$ cat config.mk
export PLATFORM = sky130hd
export DESIGN_NAME = instr_fetch_queue
export DESIGN_NICKNAME = d
export VERILOG_FILES = /design/src/rtl/instr_fetch_queue.sv
export SDC_FILE = /design/constraint.sdc
export NUM_CORES = 1
export LEC_CHECK = 0
export ABC_AREA = 1
export ABC_CLOCK_PERIOD_IN_PS = 2520
export BUFFER_PORTS_ARGS = -buffer_cell sky130_fd_sc_hd__buf_2
export CORE_UTILIZATION = 35
export DETAILED_ROUTE_END_ITERATION = 8
export PLACE_DENSITY = 0.62
export SLEW_MARGIN = 20
export SYNTH_ARGS = -nofsm -noshare
export SYNTH_HDL_FRONTEND = slang
export SYNTH_SLANG_ARGS = --single-unit
$ cat constraint.sdc
create_clock -name Clock -period 2.52 [get_ports Clock]
set_input_delay 0.504 -clock Clock [delete_from_list [all_inputs] [get_ports Clock]]
set_output_delay 0.504 -clock Clock [all_outputs]
set_load 0.05 [all_outputs]
$ cat src/rtl/instr_fetch_queue.sv
// Instruction prefetch queue: issues the fetch PC to a synchronous imem and buffers {pc, instr}
// pairs for decode. Define IFQ_PERF_EN to add the flush_cnt/stall_cnt performance counters.
module instr_fetch_queue #(
    parameter int DEPTH = 4,
    parameter int AW    = 2
) (
    input  logic          Clock,
    input  logic          Reset,
    input  logic [31:0]   fetch_addr,
    input  logic          fetch_valid,
    output logic          fetch_stall,
    input  logic          flush,
    output logic [31:0]   imem_addr,
    input  logic [31:0]   imem_rdata,
    output logic          dec_valid,
    input  logic          dec_ready,
    output logic [31:0]   dec_instr,
    output logic [31:0]   dec_pc,
    output logic [AW:0]   q_count
`ifdef IFQ_PERF_EN
    ,
    output logic [15:0]   flush_cnt,
    output logic [15:0]   stall_cnt
`endif
);

    localparam logic [AW:0] DEPTH_C = (AW+1)'(DEPTH);

    logic [31:0]   pc_q    [DEPTH];
    logic [31:0]   instr_q [DEPTH];
    logic [AW-1:0] wr_ptr;
    logic [AW-1:0] rd_ptr;
    logic          pending;
    logic [31:0]   pending_pc;

    logic [AW:0]   occupancy;
    logic          acc;
    logic          push;
    logic          pop;

    // Handshakes: fetch transfers when fetch_valid & ~fetch_stall & ~flush; decode transfers
    // when dec_valid & dec_ready. Both sides sample on the rising edge; flush overrides both.
    assign imem_addr   = fetch_addr;
    assign occupancy   = q_count + {{AW{1'b0}}, pending};
    assign fetch_stall = (occupancy >= DEPTH_C);
    assign acc         = fetch_valid & ~fetch_stall & ~flush;
    assign push        = pending & ~flush;
    assign dec_valid   = (q_count != '0);
    assign pop         = dec_valid & dec_ready & ~flush;

    assign dec_instr   = dec_valid ? instr_q[rd_ptr] : 32'h0;
    assign dec_pc      = dec_valid ? pc_q[rd_ptr]    : 32'h0;

    // The pending slot is counted in occupancy so the read in flight always has room to land.
    always_ff @(posedge Clock or negedge Reset) begin
        if (!Reset) begin
            wr_ptr     <= '0;
            rd_ptr     <= '0;
            q_count    <= '0;
            pending    <= 1'b0;
            pending_pc <= 32'h0;
        end else if (flush) begin
            wr_ptr     <= '0;
            rd_ptr     <= '0;
            q_count    <= '0;
            pending    <= 1'b0;
        end else begin
            if (push) wr_ptr <= wr_ptr + 1'b1;
            if (pop)  rd_ptr <= rd_ptr + 1'b1;
            case ({push, pop})
                2'b10:   q_count <= q_count + 1'b1;
                2'b01:   q_count <= q_count - 1'b1;
                default: q_count <= q_count;
            endcase
            pending <= acc;
            if (acc) pending_pc <= fetch_addr;
        end
    end

    always_ff @(posedge Clock or negedge Reset) begin
        if (!Reset) begin
            for (int i = 0; i < DEPTH; i++) begin
                pc_q[i]    <= 32'h0;
                instr_q[i] <= 32'h0;
            end
        end else if (push) begin
            pc_q[wr_ptr]    <= pending_pc;
            instr_q[wr_ptr] <= imem_rdata;
        end
    end

`ifdef IFQ_PERF_EN
    // Counters saturate instead of wrapping so a long run never reports a small value.
    always_ff @(posedge Clock or negedge Reset) begin
        if (!Reset) begin
            flush_cnt <= 16'h0;
            stall_cnt <= 16'h0;
        end else begin
            if (flush && (flush_cnt != 16'hFFFF))
                flush_cnt <= flush_cnt + 16'h1;
            if (fetch_valid && fetch_stall && (stall_cnt != 16'hFFFF))
                stall_cnt <= stall_cnt + 16'h1;
        end
    end
`endif

endmodule

# Word level (Yosys, flattened, before mapping)
# Cells that the tools add are included.
[totals] ramBits=0 out_inout_bits=101 reg_bits=296 memories=0 romBits=0 latchBits=0
[classes] reduce_logical=6 div=0 add_sub_neg=5 n_lt_le_gt_ge=4 shifts=0 muxes=19 n_eq_ne=2 n_mul=0 bitwise_logic=9
[op_table] cell="bitwise mux 128 bit" count=2
[op_table] cell="2-to-1 mux 32 bit" count=7
[op_table] cell="binary-select mux 32 bit (select 2 bit)" count=2
[op_table] cell="demux 32 bit (select 2 bit)" count=1
[op_table] cell=">= comparator 3 bit (second input constant)" count=3
[op_table] cell="2-to-1 mux 2 bit" count=4
[op_table] cell="inverter 2 -> 3 bit" count=2
[op_table] cell="case mux 3 bit (2 select lines)" count=1
[op_table] cell="nonzero test 3 bit" count=2
[op_table] cell="bitwise AND 1 bit" count=5
[op_table] cell="adder 2 x 1 -> 2 bit (second input constant)" count=2
[op_table] cell="nonzero test 2 bit" count=2
[op_table] cell="adder 3 x 1 -> 3 bit" count=1
[op_table] cell="adder 3 x 1 -> 3 bit (second input constant)" count=1
[op_table] cell="< comparator 3 x 1 -> 1 bit (second input constant)" count=1
[op_table] cell="2-to-1 mux 3 bit" count=1
[op_table] cell="subtractor 3 x 1 -> 3 bit (second input constant)" count=1
[op_table] cell="equality test 2 x 1 -> 1 bit (second input constant)" count=1
[op_table] cell="equality test 2 bit (second input constant)" count=1
[op_table] cell="inverter 1 bit" count=2
[op_table] cell="AND reduction 2 bit" count=1
[op_table] cell="logical AND 1 bit" count=1
[op_table] cell="2-to-1 mux 1 bit" count=1

# Longest topological paths before layout
[logic_depth] depth_word=6 depth_mapped=11

# Worst setup path before layout
# No wires, ideal clock.
[synth_timing] path_type="register -> output" start="reg q_count[1]" end="out dec_instr[23]" setup_slack_ns=-0.185 n_path_buf=1 t_required_ns=2.016 path_stages_with_launch=6 arrival_ns=2.201 path_cell_list="dfrtp_1 nor2_1 nand2_2 inv_2 buf_1 a21oi_1"
[synth_via] elab_chain_cells=2
[synth_rtl] element="start, declared" line="19" text="output logic [AW:0] q_count"
[synth_rtl] element="start signal, assigned" line="71" text="2'b10: q_count <= q_count + 1'b1;"
[synth_rtl] element="start signal, assigned" line="72" text="2'b01: q_count <= q_count - 1'b1;"
[synth_rtl] element="start signal, assigned" line="73" text="default: q_count <= q_count;"
[synth_rtl] element="nonzero test 3 bit" line="48" text="assign dec_valid = (q_count != '0);"
[synth_rtl] element="via dec_valid" line="15" text="output logic dec_valid,"
[synth_rtl] element="2-to-1 mux 32 bit" line="51" text="assign dec_instr = dec_valid ? instr_q[rd_ptr] : 32'h0;"
[synth_rtl] element="end, declared" line="17" text="output logic [31:0] dec_instr,"
# The timed path passes the listed nets, and every way through them passes these cells.

# Final worst setup path
[layout_timing] start="reg rd_ptr[0]" end="out dec_instr[11]"
[layout_via] elab_chain_cells=5
[layout_rtl] element="start, declared" line="32" text="logic [AW-1:0] rd_ptr;"
[layout_rtl] element="start signal, assigned" line="69" text="if (pop) rd_ptr <= rd_ptr + 1'b1;"
[layout_rtl] element="inverter 2 -> 3 bit (implied by the code)" line="51"
[layout_rtl] element="binary-select mux 32 bit (select 2 bit)" line="51"
[layout_rtl] element="2-to-1 mux 32 bit (implied by the code) (2 in a row)" line="51"
[layout_rtl] element="2-to-1 mux 32 bit" line="51"
# No other way between the ends. The select of a mux whose other input is x is not followed.

==> impl_metrics.ini <==
[critical_path]
path_class = reg2out
reg2reg_depth = 12
endpoint_kind = output port
arrival_ns = 2.12
startpoint_type = register
cp_data_required_time_ns = 2.02
worstPathMaxFanout = 11

[routing]
routed_wl_um = 38890
routedWlPerCell_um = 16.96
drtIter0Drc = 758
topRoutingLayerUsed = met4
m1WireLength_um = 18300
viasPerCell = 4.892
wl_met2_um = 17730
firstDrtPassIters = 5
drc = 0
antenna_left = 0
dr_total_vias = 11220
wl_met3_um = 2101

[floorplanning]
die_w_um = 197.0
rows = 71
die-area_um2 = 38820
fp.dieH_um = 197.0
core_um2 = 37580
io_pins = 170
initial_core_util_pct = 35.42

[sta]
setup_tns_ns = -1.979
setup_viol = 43
finalCritPeriodShare_pct = 104.0
max_clock_freq_mhz = 381.7
clock_skew_ns = 0.01461
relSlewSlack_pct = 58.50
rsz0062_at_grt = true
min_period_ns = 2.620
tightest_slew_ns = 0.6215
setup_ws_ns = -0.09954
hold_viol = 0
finalMaxSlewViolations = 0
hold-worst-slack_ns = 0.1801

[synthesis]
synth_fp_nets = 1691
yosysSeqAreaShare_pct = 55.64
ys_types = 21
synth.avg_cell_area_um2 = 8.232
synth_cells = 1617
synth_warnings = 0
syn_area_um2 = 13310
ys_ff_latch = 296

[layout]
drive_above_1_share_pct = 20.88
areaGrowthSynthToFinish_pct = 28.93
num-nets-final = 1835
final_cells = 2293
nFillCells = 3659
antenna_cells = 0

[global_routing]
gr-total-overflow = 0
grt_use_total_pct = 19.03
grt_pass1_vias = 10570
antenna_found_initial = 0
grt_max_degree = 71
grt_pass1_wl_um = 57900

[power_and_ir_drop]
p_int_uw = 9945
combPwrFrac_pct = 25.5
power_uw = 14630
ir_drop_mv = 0.4824
p_leak_uw = 0.008137
p_sw_uw = 4689
p_per_area_nw_per_um2 = 852.6
p_clk_share_pct = 33.7
switching_share_pct = 32.04
seq_power_share_pct = 40.7

[clocking]
cts_tree = yes
cts_buffers = 35
h-tree-depth = 2
cts.reportedPaths.clkPinSlew_ns = 0.06
cts_sinks = 296
clockRootBuffer = clkbuf_16
clockBufferDepth = 3
clock_latency_ns = 0.53

[place]
dpl.hpwl_um = 20690
io_buffers = 169
pre_cts_ws_ns = 0.3184
place_inst = 2191
gp_congestion = 0.7416

[run_status]
violations = setup timing
status = finished with violations

[flow_run]
drv_cap = 0

[worst_hold_path]
hold_class = in2reg
worstHoldPathCells = 3
[kinds of logic after synthesis]
group / synth area share [%]
and+or+nand+nor: 18.18
AOI/OAI and AO/OA: 17.11
DFF: 55.64
buffers and inverters: 8.412
adders and majority gates: 0.5264
xor gates and xnor gates: 0.1316
[path summary, 6_finish.rpt]
path / start / end / slack, ns
worst max-delay path: rd_ptr[0] / dec_instr[11] / -0.1
worst min-delay path: fetch_addr[17] / pending_pc[17] / 0.18
worst max register to register: q_count[0] / q_count[2] / 0.56
worst min register to register: pending_pc[22] / pending_pc[22] / 0.48
max in group asynchronous: Reset / pending_pc[11] / 1.31
min in group asynchronous: Reset / instr_q[102] / 0.47
[registers in the layout (all words and copies together), names as in the netlist]
signal,flops
pending_pc,32
rd_ptr,2
q_count,3
wr_ptr,2
pc_q,128
instr_q,128
pending,1
[cells in the mapped netlist]
| master | number | area share, % |
|---|---|---|
| nand2_1 | 370 | 10 |
| fa_1 | 1 | 0.15 |
| nor2_1 | 259 | 7.3 |
| o21ai_0 | 124 | 4.7 |
| buf_1 | 12 | 0.34 |
| nor2_4 | 1 | 0.085 |
| clkbuf_1 | 17 | 0.48 |
| o21ai_1 | 264 | 9.9 |
| ha_1 | 4 | 0.38 |
| xnor2_1 | 1 | 0.066 |
| a21oi_1 | 67 | 2.5 |
| nand3_1 | 5 | 0.19 |
| xor2_1 | 1 | 0.066 |
| nand2_2 | 2 | 0.094 |
| buf_2 | 58 | 2.2 |
| inv_2 | 4 | 0.11 |
| inv_1 | 75 | 2.1 |
| nand3_2 | 1 | 0.075 |
| buf_4 | 52 | 2.9 |
| dfrtp_1 | 296 | 56 |
| buf_6 | 3 | 0.25 |
[power groups by stage]
stage          sequential, uW  combinational (uW)  clock (uW)
2_1_floorplan            5890                2180           0
3_3_place_gp             5960                2890           0
3_5_place_dp             5980                2940           0
4_1_cts                  5920                3250        5070
5_1_grt                  6050                4110        5270
6_report                 5960                3740        4940
[layout make-up]
| cell class | count | area, um^2 | area share [%] |
|---|---|---|---|
| Sequential cell | 296 | 7412 | 43.19 |
| Multi-Input combinational cell | 1100 | 5086 | 29.63 |
| Timing Repair Buffer | 248 | 2580 | 15.03 |
| Clock buffer | 51 | 1018 | 5.934 |
| Tap cell | 511 | 639.4 | 3.725 |
| Inverter | 79 | 327.8 | 1.910 |
| Clock inverter | 7 | 87.58 | 0.5103 |
| Timing Repair inverter | 1 | 11.26 | 0.06561 |
[stage by stage]
stage	util [%]	instance area, um^2
2_1_floorplan	-	13310
3_3_place_gp	38.78	14570
3_5_place_dp	38.78	14570
4_1_cts	43.15	16210
5_1_grt	45.67	17160
6_report	45.67	17160
[cell usage in the layout, fill, tap and decap left out, types with 5 or more instances in the layout]
cell and instances:
buf_4 58, a21oi_1 43, clkbuf_1 10, nand2_1 366, o21ai_2 11, buf_6 26
o21ai_1 346, buf_16 12, clkbuf_16 51, buf_12 29, buf_2 104, nor2_1 233
o21ai_0 31, dfrtp_1 294, inv_1 74, a21oi_2 24, nor2_4 16, nor2_2 11
nand3_1 5
[critical path: stages (launching register included)]
cell       delay [ns]
dfrtp_4          0.52
buf_12           0.17
clkinv_16        0.09
buf_12           0.12
clkbuf_16        0.15
o21ai_0          0.08
a21oi_1          0.20
buf_4            0.24
[layer usage]
metal / global-route usage (%) / vias to the layer above
li1: - / 5483
met1: 26.73 / 5375
met2: 30.10 / 311
met3: 3.381 / 48
met4: 5.369 / 0
met5: 0 / -
[repair_timing]
| action | 4_1_cts | 5_1_grt |
|---|---|---|
| cloned | 9 | 17 |
| setup endpoints to repair | 64 | 64 |
| setup buffers | 6 | 12 |
| hold buffers | 1 | 0 |
| gates resized for setup | 94 | 195 |
| hold endpoints to repair | 36 | 0 |
| pin swaps | 10 | 67 |
Power figures use the tool's default switching activity.
